[src/rtl/cruise_speed_regulator_pkg.sv]
// Shared definitions for the cruise speed path: state encoding, speed width,
// default speed limits and the saturating target-step helpers.
package cruise_speed_regulator_pkg;

   localparam int SPEED_W = 8;

   localparam int DEF_MIN_SPEED = 40;
   localparam int DEF_MAX_SPEED = 200;
   localparam int DEF_STEP      = 5;
   localparam int DEF_HOLD      = 4;

   typedef enum logic [1:0] {
      ST_IDLE      = 2'b00,
      ST_CRUISE    = 2'b01,
      ST_SUSPENDED = 2'b10
   } cruise_state_e;

   // Sum is formed one bit wider so a target near 255 cannot wrap.
   function automatic logic [SPEED_W-1:0] step_up(
      input logic [SPEED_W-1:0] cur,
      input logic [SPEED_W-1:0] step,
      input logic [SPEED_W-1:0] max_v
   );
      logic [SPEED_W:0] sum;
      sum = {1'b0, cur} + {1'b0, step};
      return (sum > {1'b0, max_v}) ? max_v : sum[SPEED_W-1:0];
   endfunction

   function automatic logic [SPEED_W-1:0] step_down(
      input logic [SPEED_W-1:0] cur,
      input logic [SPEED_W-1:0] step,
      input logic [SPEED_W-1:0] min_v
   );
      logic [SPEED_W:0] floor_plus_step;
      floor_plus_step = {1'b0, min_v} + {1'b0, step};
      return ({1'b0, cur} < floor_plus_step) ? min_v : cur - step;
   endfunction

endpackage

[src/rtl/cruise_speed_regulator_trend_filter.sv]
// Saturating consecutive-cycle counter; the request asserts the cycle after
// the count has sat at HOLD while the qualifier is still present.
module cruise_speed_regulator_trend_filter
   import cruise_speed_regulator_pkg::*;
#(
   parameter int HOLD = DEF_HOLD
) (
   input  logic clk,
   input  logic rst_n,
   input  logic qualify,
   output logic req
);

   localparam int CW = 4;
   localparam logic [CW-1:0] HOLD_C = CW'(HOLD);
   localparam logic [CW-1:0] ONE_C  = CW'(1);

   logic [CW-1:0] cnt_q, cnt_d;
   logic          req_q, req_d;

   always_comb begin
      cnt_d = '0;
      req_d = 1'b0;
      if (qualify) begin
         req_d = (cnt_q == HOLD_C);
         cnt_d = req_d ? cnt_q : cnt_q + ONE_C;
      end
   end

   always_ff @(posedge clk or negedge rst_n) begin
      if (!rst_n) begin
         cnt_q <= '0;
         req_q <= 1'b0;
      end else begin
         cnt_q <= cnt_d;
         req_q <= req_d;
      end
   end

   assign req = req_q;

endmodule

[src/rtl/cruise_speed_regulator.sv]
// Driver-facing cruise state machine and target register; consumes the
// external comparator result and filters it into throttle up/down requests.
module cruise_speed_regulator
   import cruise_speed_regulator_pkg::*;
#(
   parameter int MIN_SPEED = DEF_MIN_SPEED,
   parameter int MAX_SPEED = DEF_MAX_SPEED,
   parameter int STEP      = DEF_STEP,
   parameter int HOLD      = DEF_HOLD
) (
   input  logic               clk,
   input  logic               rst_n,
   input  logic [SPEED_W-1:0] speed,
   input  logic               set_btn,
   input  logic               resume_btn,
   input  logic               cancel_btn,
   input  logic               inc_btn,
   input  logic               dec_btn,
   input  logic               brake,
   input  logic               accel_pedal,
   input  logic               cmp_g,
   input  logic               cmp_eq,
   input  logic               cmp_l,
   output logic [SPEED_W-1:0] target,
   output logic               cmp_en,
   output logic               active,
   output logic               throttle_up,
   output logic               throttle_down,
   output logic               cmp_fault,
   output logic [1:0]         state
);

   localparam logic [SPEED_W-1:0] MIN_C  = SPEED_W'(MIN_SPEED);
   localparam logic [SPEED_W-1:0] MAX_C  = SPEED_W'(MAX_SPEED);
   localparam logic [SPEED_W-1:0] STEP_C = SPEED_W'(STEP);

   logic set_q, resume_q, cancel_q, inc_q, dec_q;
   logic set_e, resume_e, cancel_e, inc_e, dec_e;

   cruise_state_e      state_q, state_d;
   logic [SPEED_W-1:0] target_q, target_d;
   logic               active_q, active_d;
   logic               fault_q, fault_d;

   logic cmp_legal, speed_ok, hold_ok, up_qual, dn_qual;

   always_comb begin
      set_e    = set_btn    & ~set_q;
      resume_e = resume_btn & ~resume_q;
      cancel_e = cancel_btn & ~cancel_q;
      inc_e    = inc_btn    & ~inc_q;
      dec_e    = dec_btn    & ~dec_q;

      cmp_legal = ( cmp_g & ~cmp_eq & ~cmp_l) |
                  (~cmp_g &  cmp_eq & ~cmp_l) |
                  (~cmp_g & ~cmp_eq &  cmp_l);
      speed_ok  = (speed >= MIN_C);

      state_d  = state_q;
      target_d = target_q;

      // Priority chain: only the highest-priority event in a cycle acts.
      if (brake) begin
         if (state_q == ST_CRUISE) state_d = ST_SUSPENDED;
      end else if (cancel_e) begin
         if (state_q == ST_CRUISE) begin
            state_d = ST_SUSPENDED;
         end else if (state_q == ST_SUSPENDED) begin
            state_d  = ST_IDLE;
            target_d = '0;
         end
      end else if ((state_q == ST_CRUISE) && !speed_ok) begin
         state_d = ST_SUSPENDED;
      end else if (set_e) begin
         if (speed_ok) begin
            state_d  = ST_CRUISE;
            target_d = speed;
         end
      end else if (resume_e) begin
         if ((state_q == ST_SUSPENDED) && speed_ok) state_d = ST_CRUISE;
      end else if ((state_q == ST_CRUISE) && (inc_e ^ dec_e)) begin
         target_d = inc_e ? step_up(target_q, STEP_C, MAX_C)
                          : step_down(target_q, STEP_C, MIN_C);
      end

      // A target change or leaving cruise restarts the trend filters.
      hold_ok = (state_q == ST_CRUISE) && (state_d == ST_CRUISE) &&
                (target_d == target_q) && !accel_pedal && cmp_legal;
      up_qual = hold_ok & cmp_l;
      dn_qual = hold_ok & cmp_g;

      fault_d  = active_q & ~cmp_legal;
      active_d = (state_d == ST_CRUISE);
   end

   always_ff @(posedge clk or negedge rst_n) begin
      if (!rst_n) begin
         set_q    <= 1'b1;
         resume_q <= 1'b1;
         cancel_q <= 1'b1;
         inc_q    <= 1'b1;
         dec_q    <= 1'b1;
         state_q  <= ST_IDLE;
         target_q <= '0;
         active_q <= 1'b0;
         fault_q  <= 1'b0;
      end else begin
         set_q    <= set_btn;
         resume_q <= resume_btn;
         cancel_q <= cancel_btn;
         inc_q    <= inc_btn;
         dec_q    <= dec_btn;
         state_q  <= state_d;
         target_q <= target_d;
         active_q <= active_d;
         fault_q  <= fault_d;
      end
   end

   cruise_speed_regulator_trend_filter #(.HOLD(HOLD)) u_trend_up (
      .clk     (clk),
      .rst_n   (rst_n),
      .qualify (up_qual),
      .req     (throttle_up)
   );

   cruise_speed_regulator_trend_filter #(.HOLD(HOLD)) u_trend_down (
      .clk     (clk),
      .rst_n   (rst_n),
      .qualify (dn_qual),
      .req     (throttle_down)
   );

   assign target    = target_q;
   assign active    = active_q;
   assign cmp_en    = active_q;
   assign cmp_fault = fault_q;
   assign state     = state_q;

endmodule

[config.mk]
export PLATFORM = sky130hd
export DESIGN_NAME = cruise_speed_regulator
export DESIGN_NICKNAME = d
export VERILOG_FILES = /design/src/rtl/cruise_speed_regulator_pkg.sv /design/src/rtl/cruise_speed_regulator_trend_filter.sv /design/src/rtl/cruise_speed_regulator.sv
export SDC_FILE = /design/constraint.sdc
export NUM_CORES = 1
export LEC_CHECK = 0
export BUFFER_PORTS_ARGS = -buffer_cell sky130_fd_sc_hd__buf_2
export CORE_ASPECT_RATIO = 1.1
export CORE_UTILIZATION = 40
export DETAILED_ROUTE_END_ITERATION = 8
export GPL_ROUTABILITY_DRIVEN = 0
export PLACE_DENSITY_LB_ADDON = 0.2
export RECOVER_POWER = 100
export SLEW_MARGIN = 5
export SYNTH_ARGS = -nofsm -noshare
export SYNTH_HDL_FRONTEND = slang
export SYNTH_SLANG_ARGS = --single-unit
[constraint.sdc]
create_clock -name clk -period 4.5 [get_ports clk]
set_clock_uncertainty 0.15 [all_clocks]
set_input_delay 0.9 -clock clk [delete_from_list [all_inputs] [get_ports clk]]
set_output_delay 0.9 -clock clk [all_outputs]
set_load 0.05 [all_outputs]
* After elaboration in Yosys (flattened, before gate mapping) *
Cells that the tools add are included.

cells by class
  equal/unequal tests = 8
  order comparisons = 3
  multiplexer cells = 28
  reduce and logical (&&, ||, !) cells = 9
  bitwise logic cells = 26
  add/sub/neg operators = 4

operator list
  kind                                                           count
  2-to-1 mux 8 bit                                               12
  2-to-1 mux 2 bit                                               10
  2-to-1 mux 4 bit                                               4
  bitwise AND 1 bit                                              14
  adder 8 x 3 -> 9 bit, second input constant                    1
  greater-than comparator 9 x 8 -> 1 bit, second input constant  1
  NOT 1 bit                                                      9
  adder 4 x 1 -> 4 bit, second input constant                    2
  == test 4 x 3 -> 1 bit, second input constant                  2
  == test 8 bit                                                  1
  >= comparator 8 x 6 -> 1 bit, second input constant            1
  less-than comparator 8 x 6 -> 1 bit, second input constant     1
  subtractor 8 x 3 -> 8 bit, second input constant               1
  logical AND 1 bit                                              7
  == test 2 x 1 -> 1 bit, second input constant                  2
  != test 2 bit, second input constant                           2
  == test 2 bit, second input constant                           1
  logical NOT 1 bit                                              2
  2-to-1 mux 1 bit                                               2
  bitwise OR 1 bit                                               2
  XOR 1 bit                                                      1

word-level totals
  output and inout bits = 15
  word-level logic and storage cells = 91
  bits of input ports = 20
  register bits = 27

* Depth between registers and ports, before layout *
  depth after elaboration = 16
  depth in mapped cells = 12
  gate-level depth less buffers = 10

* By module *
Synthesis repeated with hierarchy kept, for this count alone.

second synthesis, totals
  cells, all modules = 334
  area, all modules = 2690.1 um^2

modules (own cells, without submodules)
  module                               instances  area an instance (um^2)  sequential area each (um^2)  cells each
  cruise_speed_regulator               1          2174.6                   431.7                        286
  cruise_speed_regulator_trend_filter  2          257.7                    125.1                        24

* Least setup slack after synthesis *
No wires, ideal clock.

  path kind = flip-flop to flip-flop
  start point = reg target_q[1], in the netlist target[1]
  end point = reg u_trend_down.cnt_q[0]
  setup slack = 0.907 ns
  required time = 4.282 ns
  setup time = 0.068 ns
  arrival time = 3.374 ns
  cell stages (with the launch flop) = 12
  clock period less this slack = 3.593 ns
  path buffers = 1
  path through = dfrtp_1 clkbuf_1 inv_1 ha_1 nand4b_1 a2111oi_2 a21oi_1 o2111ai_1 o2111a_1 o2111ai_1 nor4_4 and4_1

between the ends
  longest elaborated chain between the ends = 16
  elaborated cells on any way between the ends = 23
  those cells by class = add/sub (2); order compare (2); eq/ne (2); mux (13); bitwise (1); reduce/logical (3)

ends and longest elaborated chain
  element                                                      line                                       source
  start: declaration                                           cruise_speed_regulator.sv:41               logic [SPEED_W-1:0] target_q, target_d;
  start signal: assignment                                     cruise_speed_regulator.sv:114              target_q <= target_d;
  adder 8 x 3 -> 9 bit                                         cruise_speed_regulator_pkg.sv:25           sum = {1'b0, cur} + {1'b0, step};
  greater-than comparator 9 x 8 -> 1 bit                       cruise_speed_regulator_pkg.sv:26           return (sum > {1'b0, max_v}) ? max_v : sum[SPEED_W-1:0];
  2-to-1 mux 8 bit                                             cruise_speed_regulator_pkg.sv:26
  2-to-1 mux 8 bit                                             cruise_speed_regulator.sv:82               target_d = inc_e ? step_up(target_q, STEP_C, MAX_C)
  2-to-1 mux 8 bit                                             cruise_speed_regulator.sv:81               end else if ((state_q == ST_CRUISE) && (inc_e ^ dec_e)) begin
  2-to-1 mux 8 bit                                             cruise_speed_regulator.sv:79               end else if (resume_e) begin
  2-to-1 mux 8 bit                                             cruise_speed_regulator.sv:74               end else if (set_e) begin
  2-to-1 mux 8 bit                                             cruise_speed_regulator.sv:72               end else if ((state_q == ST_CRUISE) && !speed_ok) begin
  2-to-1 mux 8 bit                                             cruise_speed_regulator.sv:65               end else if (cancel_e) begin
  2-to-1 mux 8 bit                                             cruise_speed_regulator.sv:63               if (brake) begin
  == test 8 bit *                                              cruise_speed_regulator.sv:88               (target_d == target_q) && !accel_pedal && cmp_legal;
  logical AND 1 bit *                                          cruise_speed_regulator.sv:87               hold_ok = (state_q == ST_CRUISE) && (state_d == ST_CRUISE) &&
  logical AND 1 bit * (2 in a row)                             cruise_speed_regulator.sv:88
  bitwise AND 1 bit *                                          cruise_speed_regulator.sv:90               dn_qual = hold_ok & cmp_g;
  != test 2 bit (no line) or 2-to-1 mux 4 bit (tied branches)  -
  end signal: assignment                                       cruise_speed_regulator_trend_filter.sv:35  cnt_q <= cnt_d;
  end: declaration                                             cruise_speed_regulator_trend_filter.sv:18  logic [CW-1:0] cnt_q, cnt_d;

Every way passes the cells marked *; elsewhere a longest branch is shown, timed or not.
A chain may end at the register's enable or synchronous reset.

* Final worst setup path *
  start point = reg target_q[0], in the netlist target[0]
  end point = reg u_trend_down.req_q, in the netlist u_trend_down.req

between the ends
  longest elaborated chain between the ends = 16
  elaborated cells on any way between the ends = 22
  those cells by class = add/sub (2); order compare (2); eq/ne (1); mux (13); bitwise (1); reduce/logical (3)

ends and longest elaborated chain
  element                                 line                                       source
  adder 8 x 3 -> 9 bit                    cruise_speed_regulator_pkg.sv:25
  greater-than comparator 9 x 8 -> 1 bit  cruise_speed_regulator_pkg.sv:26
  2-to-1 mux 8 bit                        cruise_speed_regulator_pkg.sv:26
  2-to-1 mux 8 bit                        cruise_speed_regulator.sv:82
  2-to-1 mux 8 bit                        cruise_speed_regulator.sv:81
  2-to-1 mux 8 bit                        cruise_speed_regulator.sv:79
  2-to-1 mux 8 bit                        cruise_speed_regulator.sv:74
  2-to-1 mux 8 bit                        cruise_speed_regulator.sv:72
  2-to-1 mux 8 bit                        cruise_speed_regulator.sv:65
  2-to-1 mux 8 bit                        cruise_speed_regulator.sv:63
  == test 8 bit *                         cruise_speed_regulator.sv:88
  logical AND 1 bit *                     cruise_speed_regulator.sv:87
  logical AND 1 bit * (2 in a row)        cruise_speed_regulator.sv:88
  bitwise AND 1 bit *                     cruise_speed_regulator.sv:90
  2-to-1 mux 1 bit *                      cruise_speed_regulator_trend_filter.sv:24  if (qualify) begin
  via u_trend_down.req_d                  cruise_speed_regulator_trend_filter.sv:19  logic req_q, req_d;
  end signal: assignment                  cruise_speed_regulator_trend_filter.sv:36  req_q <= req_d;
  end: declaration                        cruise_speed_regulator_trend_filter.sv:19

Mark *: on every way through the listed nets, which the timed path passes. The rest lies on a longest branch.

==> impl_metrics.csv <==
group,metric,value,unit
outcome,status,"finished, violations left",
outcome,violations,"capacitance limit, slew limit",
clock_network,post-cts-setup-buffers,0,
global_route,antenna_found_initial,0,
critical_path,arrival,4.08,ns
critical_path,reg2reg_slack,0.50,ns
synth,synth_edf_count,0,
sta,setup-violations-final,0,
placement,preCtsSetupSlack,0.4918,ns
synth,synth_cell_types,71,
sta,worst_pin_slew,1.545,ns
placement,post-dp-hpwl,6265,microns
synth,yosys-top-cells-area,"dfrtp_1, dfstp_2, nand2_1",
synth,ys_ff_latch,27,
clock_network,cts_buffers,3,
clock_network,ctsResizeCount,0,
pwr,ir_drop,199.4,uV
die,die_x,80.92,microns
critical_path,crit_type,"flop to flop",
clock_network,cts_max_path_buffers,2,
die,pin_count,35,
global_route,grt_pass1_vias,2730,
sta,rsz0062_at_grt,"false",
clock_network,hold_buffers,0,
sta,period_share,88.94,%
sta,timing.fmax,0.2499,GHz
die,die_y,88.81,microns
drt,via_per_inst,6.578,
pwr,p_per_area,394.1,mW/mm^2
sta,relSlewSlack,-3.033,%
pwr,p_leak,1.178,nW
clock_network,clockRootBuffer,"clkbuf_8",
synth,ys.flop_type,"dfrtp_1",
die,rows,31,
synth,synthCells,346,
finish,syn2layout_area_growth,5.982,%
sta,maxSlewViolCount,28,
finish,n_antenna_cell,0,
drt,drc,0,
worst_hold_path,hp-class,"flop to flop",
die,coreArea,0.006594,sq mm
global_route,grt_use_total,24.75,%
die,die_area,0.007186,sq mm
finish,fin_nets,391,
critical_path,required,4.58,ns
clock_network,insertion_delay,0.30,ns
critical_path,endpoint_kind,"flop",
finish,drive_gt1_share,10.19,%
critical_path,crit_chain,"inv_1 > ha_1 > nand4b_1 > a2111oi_2 > a21oi_1 > o2111ai_1 > o2111a_1 > o2111ai_1 > nor4_4 > and4_1",
synth,yosysWarnings,0,
drt,num_vias,2927,
global_route,grt_overflow,0,
sta,final-hold-violation-count,0,
critical_path,crit_buf_inv,1,
finish,nFillCells,716,
critical_path,cp_common_cell,"o2111ai_1",
drt,firstDrtPassIters,5,
synth,avgSynthCellArea,7.919,sq um
critical_path,cp_top_family,"compound AO/OA/AOI/OAI gates",
critical_path,start_kind,"flop",
clock_network,cts_tree,"yes",
critical_path,cp_slowest_cell,"dfrtp_1",
die,initial_utilization,41.56,%
clock_network,htree_levels,1,
drt,dr.first_iter.drc_count,257,
sta,tns,0,ns
drt,routedWlPerCell,19.11,microns
clock_network,clk_pin_slew,0.13,ns
global_route,grt_pass1_wl,13570,microns
global_route,grt_start_max_net_pins,28,
placement,portBuffers,34,
sta,min_period,4.002,ns
sta,worst_slack,0.4978,ns
drt,postRouteAntennaNets,0,
synth,yosysTopAreaCellShare,20.09,%
drt,wl,8502,microns
synth,synth_area,0.002740,sq mm
synth,synth_top_cell_by_area,"dfrtp_1",
critical_path,crit_fanout,14,
synth,yosysSeqAreaShare,24.89,%
synth,syn_nets,373,
critical_path,max_stage_delay,0.70,ns
flow_run,maxCapViolCount,1,
synth,synth-async-reset-ratio,100.0,%
clock_network,cts_sinks,27,
report_power, final:
part | internal, mW | switching, mW
logic | 0.186 | 0.421
registers | 0.275 | 0.0990
clock network | 0.0655 | 0.0980
total | 0.527 | 0.618
placed cells by master (no fill, tap or decap), types with 4 or more instances in the layout:
cell / synthesis / routed
xnor2_1: 9 / 9
o211a_1: 4 / 4
and3_1: 6 / 6
dfstp_2: 5 / 5
buf_2: 6 / 15
nand2b_1: 8 / 8
inv_1: 14 / 14
or3_1: 4 / 4
nand4_1: 8 / 8
and4_1: 8 / 8
nor2_1: 24 / 24
nor4_1: 5 / 6
ha_1: 7 / 7
o21ai_0: 20 / 20
nor3_1: 10 / 10
dfrtp_1: 22 / 22
a211oi_1: 8 / 8
nor2b_1: 6 / 6
a21o_1: 7 / 7
buf_4: 7 / 4
a21oi_1: 20 / 20
nand2_1: 30 / 30
nand3_1: 12 / 12
nand3b_1: 5 / 5
a31oi_1: 5 / 5
clkbuf_1: 9 / 20
worst reg2reg max path: stages (launching register included):
cell and delay [ns]:
dfrtp_1 0.70, inv_1 0.22, ha_1 0.28, nand4b_1 0.26
a2111oi_2 0.57, a21oi_1 0.22, o2111ai_1 0.29, o2111a_1 0.22
o2111ai_1 0.21, nor4_4 0.54, and4_1 0.27
cells by family (layout without fill, tap and decap cells):
group	count (synthesis)	after routing	synth area share [%]
muxes	2	2	0.7306
buffers and inverters	41	58	7.945
adders and majority gates	7	7	3.196
and+or+nand+nor	146	146	30.32
AOI/OAI and AO/OA	112	112	29.41
xor gates and xnor gates	11	11	3.516
DFF	27	27	24.89
metrics by stage:
step           hold slack, ns  std cells  power [mW]  utilization [%]  instance area [sq um]
4_1_cts                0.3679        445       1.141            44.57                   2939
3_5_place_dp           0.3427        441      0.9793            43.81                   2889
3_3_place_gp           0.3290        441      0.9806            43.81                   2889
6_report               0.3732        445       1.145            44.04                   2904
5_1_grt                0.4085        445       1.209            44.04                   2904
2_1_floorplan          0.4544        346      0.8428                -                   2740
state kept, by name, summed over array words and instances (netlist names), 2 cells and up:
register            cells
u_trend_up.cnt_q        4
u_trend_down.cnt_q      4
state                   2
target                  8
synth_stat cells, types with 7 or more instances:
master	instances
nand2_1	30
nor2_1	24
dfrtp_1	22
a21oi_1	20
o21ai_0	20
inv_1	14
nand3_1	12
nor3_1	10
clkbuf_1	9
xnor2_1	9
a211oi_1	8
and4_1	8
nand2b_1	8
nand4_1	8
a21o_1	7
buf_4	7
ha_1	7
cell type report:
class                      count  area, sq um  area share, %
multi-input combinational    278         1833          63.12
sequential                    27        681.9          23.48
timing repair buffer          39        180.2          6.204
tap                           82        102.6          3.533
inverter                      15        56.30          1.939
clock buffer                   3        41.29          1.422
clock inverter                 1        8.758         0.3016
metal layers:
layer | routed length (microns) | up-vias | global-route usage [%] | share of wire [%]
met5 | 0 | - | 0 | 0
met4 | 346 | 0 | 12.50 | 4.1
met3 | 725 | 38 | 2.577 | 8.5
met2 | 3720 | 170 | 38.04 | 44
met1 | 3711 | 1373 | 34.21 | 44
li1 | - | 1346 | - | -
worst paths after layout:
| kind | from | end | cells past startpoint |
|---|---|---|---|
| min in group asynchronous | rst_n | target[2] | 1 |
| worst min register to register | active | cmp_fault | 1 |
| worst max register to register | target[0] | u_trend_down.req | 10 |
| max in group asynchronous | rst_n | state[1] | 1 |
| worst min-delay path | active | cmp_fault | 1 |
| worst max-delay path | target[0] | u_trend_down.req | 10 |
Note: power is estimated with default switching activity, not from simulation.
